## src/rtl/jk_cmd_frontend.sv

```systemverilog
// Button front end for a JK stage: synchronizes and debounces three raw buttons,
// turns debounced rising edges into one-cycle J/K command strobes with fixed priority.
module jk_cmd_frontend #(
    parameter int DEB_CYCLES = 16,
    parameter int CNT_W      = 8
) (
    input  logic             clk,
    input  logic             rst_n,
    input  logic             btn_set,
    input  logic             btn_clr,
    input  logic             btn_tgl,
    output logic             en,
    output logic             J,
    output logic             K,
    output logic             conflict,
    output logic [CNT_W-1:0] cmd_cnt
);

    localparam int DW = (DEB_CYCLES > 1) ? $clog2(DEB_CYCLES) : 1;
    localparam logic [DW-1:0] DMAX = DW'(DEB_CYCLES - 1);

    // Channel order everywhere: [0]=set, [1]=clr, [2]=tgl.
    logic [2:0]    raw;
    logic [2:0]    sync1;
    logic [2:0]    sync2;
    logic [2:0]    deb;
    logic [2:0]    deb_prev;
    logic [2:0]    rise;
    logic [DW-1:0] dcnt [3];

    logic          cmd_en;
    logic          cmd_j;
    logic          cmd_k;
    logic          collide;

    assign raw = {btn_tgl, btn_clr, btn_set};

    always_ff @(posedge clk or negedge rst_n) begin
        if (!rst_n) begin
            sync1 <= '0;
            sync2 <= '0;
        end else begin
            sync1 <= raw;
            sync2 <= sync1;
        end
    end

    // Any sample matching deb restarts the count, so only an unbroken run
    // of DEB_CYCLES differing samples moves deb.
    always_ff @(posedge clk or negedge rst_n) begin
        if (!rst_n) begin
            deb <= '0;
            for (int i = 0; i < 3; i++) begin
                dcnt[i] <= '0;
            end
        end else begin
            for (int i = 0; i < 3; i++) begin
                if (sync2[i] == deb[i]) begin
                    dcnt[i] <= '0;
                end else if (dcnt[i] == DMAX) begin
                    deb[i]  <= sync2[i];
                    dcnt[i] <= '0;
                end else begin
                    dcnt[i] <= dcnt[i] + DW'(1);
                end
            end
        end
    end

    always_ff @(posedge clk or negedge rst_n) begin
        if (!rst_n) begin
            deb_prev <= '0;
        end else begin
            deb_prev <= deb;
        end
    end

    assign rise = deb & ~deb_prev;

    always_comb begin
        cmd_en  = 1'b0;
        cmd_j   = 1'b0;
        cmd_k   = 1'b0;
        collide = (rise[0] & rise[1]) | (rise[0] & rise[2]) | (rise[1] & rise[2]);
        if (rise[0]) begin
            cmd_en = 1'b1;
            cmd_j  = 1'b1;
        end else if (rise[1]) begin
            cmd_en = 1'b1;
            cmd_k  = 1'b1;
        end else if (rise[2]) begin
            cmd_en = 1'b1;
            cmd_j  = 1'b1;
            cmd_k  = 1'b1;
        end
    end

    always_ff @(posedge clk or negedge rst_n) begin
        if (!rst_n) begin
            en       <= 1'b0;
            J        <= 1'b0;
            K        <= 1'b0;
            conflict <= 1'b0;
            cmd_cnt  <= '0;
        end else begin
            en <= cmd_en;
            J  <= cmd_j;
            K  <= cmd_k;
            if (collide) begin
                conflict <= 1'b1;
            end
            if (cmd_en) begin
                cmd_cnt <= cmd_cnt + CNT_W'(1);
            end
        end
    end

endmodule

```

## config.mk

```make
export PLATFORM = sky130hd
export DESIGN_NAME = jk_cmd_frontend
export DESIGN_NICKNAME = d
export VERILOG_FILES = /design/src/rtl/jk_cmd_frontend.sv
export SDC_FILE = /design/constraint.sdc
export NUM_CORES = 1
export LEC_CHECK = 0
export CORE_ASPECT_RATIO = 0.6
export CORE_MARGIN = 2
export CORE_UTILIZATION = 28
export CTS_CLUSTER_SIZE = 20
export DETAILED_ROUTE_END_ITERATION = 10
export DONT_BUFFER_PORTS = 1
export SETUP_SLACK_MARGIN = 0.15
export SYNTH_ARGS = -nofsm -noshare
export SYNTH_HDL_FRONTEND = slang
export SYNTH_SLANG_ARGS = --single-unit
```

## constraint.sdc

```tcl
create_clock -name clk -period 2.2 [get_ports clk]
set_input_delay 0.22 -clock clk [delete_from_list [all_inputs] [get_ports clk]]
set_output_delay 0.22 -clock clk [all_outputs]
set_load 0.01 [all_outputs]
```

==> summary.txt <==
Logic synthesis
  – FFs w/ async S/R, synth: 100%
  – Complex-gate fraction of the synthesized area: between 5 and 6%
  – Synth area leaders: dfrtp_1 (64%), xnor2_1 (7.5%), ha_1 (3.6%)
  – Seq/Total Area, Yosys: 64.3%
  – Synth unique cells: 22
  – Adder-cell share of the synthesized area: roughly 3.6%
  – Most frequent cells after synthesis: dfrtp_1 (36), xnor2_1 (12), a21oi_1 (6)
  – Top-count cell post-synth: dfrtp_1
  – Synth area leader: dfrtp_1
  – Synth Instances: between 100 and 150
  – Seq cells post-synth: 36
  – Synth warn: 0
  – Multiplexer share of the synthesized area: 3.22%
  – XOR/XNOR share of the synthesized area: just over 8%
  – Largest family of logic cells by synthesized area: simple AND/OR/NAND/NOR gates
  – Yosys top cell area share: between 60% and 70%
  – Post-Syn Area per Cell: about 14 sq um
  – Post-synth EDFFs: 0
  – Most used DFF post-synth: dfrtp_1
  – Mapped Area: roughly 0.0014 sq mm
  – Post-synth net total: 112
  – Synth Area in Simple Gates: ~15%

Power
  – IR drop worst, VDD: approximately 230 uV
  – Lkg Pwr: 0.751 nW
  – Pwr dens: 744 mW/mm^2

Floorplan
  – Die Wd: ~95 microns
  – Die area: approximately 0.0056 sq mm
  – Initial cell density of the core: around 30%
  – Row count: 19
  – Core Region: ~0.0047 sq mm
  – DIE HEIGHT: between 50 and 60 microns
  – # IOs: 17

Global routing
  – GR Overflow Total: 0
  – GRT Total Usage: 9.86%
  – Vias in the first global route: approximately 840
  – Global-route wire length before repair: between 3000 and 4000 microns
  – Largest net degree at the start of global routing: 37
  – Initial antenna violation count: 0

Min path
  – Min-Delay Path Class: reg -> reg

Placed design
  – # port buffers: 0
  – Post-DP HPWL: 1650 microns
  – Routability congestion estimate: around 0.64

Timing
  – Period utilization: between 50 and 60%
  – Final setup TNS: 0 ns
  – Worst-margin pin slew: around 0.35 ns
  – Post-layout min period: about 1.3 ns
  – Worst hold margin: 0.335 ns
  – Relative slew slack: about three quarters
  – Clock Skews: 0.0115 ns
  – Final Setup Violations: 0
  – Final hold vios: 0
  – RSZ-0062 raised after global routing: false
  – Fmax: between 700 and 800 MHz
  – Max Slew Vio Count: 0

Routing
  – Vias post-DR: 806
  – Drt pass-1 iters: 4
  – Avg WL per Cell: about 13 microns
  – DRT antenna net count: 0
  – # DRC: 0
  – Drt initial violations: 20
  – Final wirelength: 2300 microns
  – Via/cell ratio: around 4.5

Final layout
  – Antenna Cells: 0
  – Number of fill cells: around 460
  – Layout Area Growth over Synthesis: 16.2%
  – Final net count: roughly 120
  – Layout cells sized above 1: between 10% and 20%

CTS
  – Clock Tree Buf Depth: 2
  – H-tree lvl count: 2
  – Cts bufs inserted: 5
  – Post-CTS setup buffer count: 0
  – CTS tree: done
  – Clock transition at path regs: 0.07 ns
  – Clk root buf: clkbuf_8
  – Clk sinks: 36
  – Later-pin clock latency in the skew report: 0.29 ns

Critical path
  – Kind of critical path: reg -> reg
  – Critical Path AT: 1.42 ns
  – Worst-path maximum fanout: 4
  – Crit path capture type: register
  – Startpoint class of the critical path: register
  – Required @ worst endpoint: 2.36 ns
  – Worst R2R Setup Slack: 0.95 ns

Run status
  – Outcome: finished, final reports clean

Flow run
  – Max Cap Viol: 0
==> where the power goes <==
part / internal (W) / switching, W / leakage, nW / total, W
registers: 0.000682 / 0.0000202 / 0.481 / 0.000702
clock network: 0.000220 / 0.000232 / 0.0479 / 0.000452
logic: 0.0000268 / 0.0000295 / 0.222 / 0.0000563
==> kinds of logic after synthesis <==
logic type	Yosys count
buffers and inverters	4
AOI/OAI and AO/OA	13
adders and majority gates	4
DFF	36
muxes	4
xor gates and xnor gates	13
and+or+nand+nor	29
==> layout make-up <==
class,instances,area (sq um),area share (%)
Inverter,4,15.0,0.923
Tap cell,63,78.8,4.85
Clock inverter,3,18.8,1.15
Sequential cell,36,901,55.4
Timing Repair Buffer,5,60.1,3.69
Multi-Input combinational cell,63,484,29.8
Clock buffer,5,68.8,4.23
==> registers in the layout (all words and copies together) (netlist names) <==
register and flops:
deb_prev 3, K 1, dcnt 12, sync1 3, deb 3, conflict 1
J 1, en 1, sync2 3, cmd_cnt 8
==> cell usage in the layout (no fill, tap or decap), types with 4 or more instances in the layout <==
cell type,instances
o21ai_0,5
inv_1,4
clkbuf_8,5
a21oi_1,6
dlygate4sd3_1,4
dfrtp_1,36
mux2_2,4
xnor2_1,12
ha_1,4
==> path summary, 6_finish.rpt <==
path,to,startpoint,cells past startpoint
worst max-delay path,deb[2],dcnt[0],3
worst min-delay path,sync2[1],sync1[1],0
worst max register to register,deb[2],dcnt[0],3
worst min register to register,sync2[1],sync1[1],0
max in group asynchronous,deb_prev[2],rst_n,2
min in group asynchronous,dcnt[7],rst_n,2
==> through the flow <==
step | area, sq um | util, % | worst slack (ns) | cells | power (W)
6_report | 1630 | 34.7 | 0.949 | 179 | 0.00121
3_5_place_dp | 1480 | 31.6 | 0.950 | 166 | 0.000749
2_1_floorplan | 1400 | - | 1.04 | 103 | 0.000738
4_1_cts | 1630 | 34.7 | 0.944 | 179 | 0.00123
3_3_place_gp | 1480 | 31.6 | 0.989 | 166 | 0.000744
5_1_grt | 1630 | 34.7 | 0.871 | 179 | 0.00128
==> critical path: stages (launching register included) <==
cell and delay (ns):
dfrtp_1 0.42, ha_1 0.25, nand3_1 0.12, mux2_2 0.34
==> routing by layer <==
layer	GRT usage, %	vias to the layer above	wire [microns]
li1	-	380	-
met1	12.0	400	1080
met2	14.4	18	1040
met3	4.35	8	119
met4	6.21	0	61
met5	0	-	0
==> what timing repair did <==
action                                 in CTS  in global routing
hold buffers                                5                  0
endpoints found under the hold margin      39                  0
setup endpoints to repair                   0                  0
resized for setup                           0                  0
(Power assumes the default switching activity.)
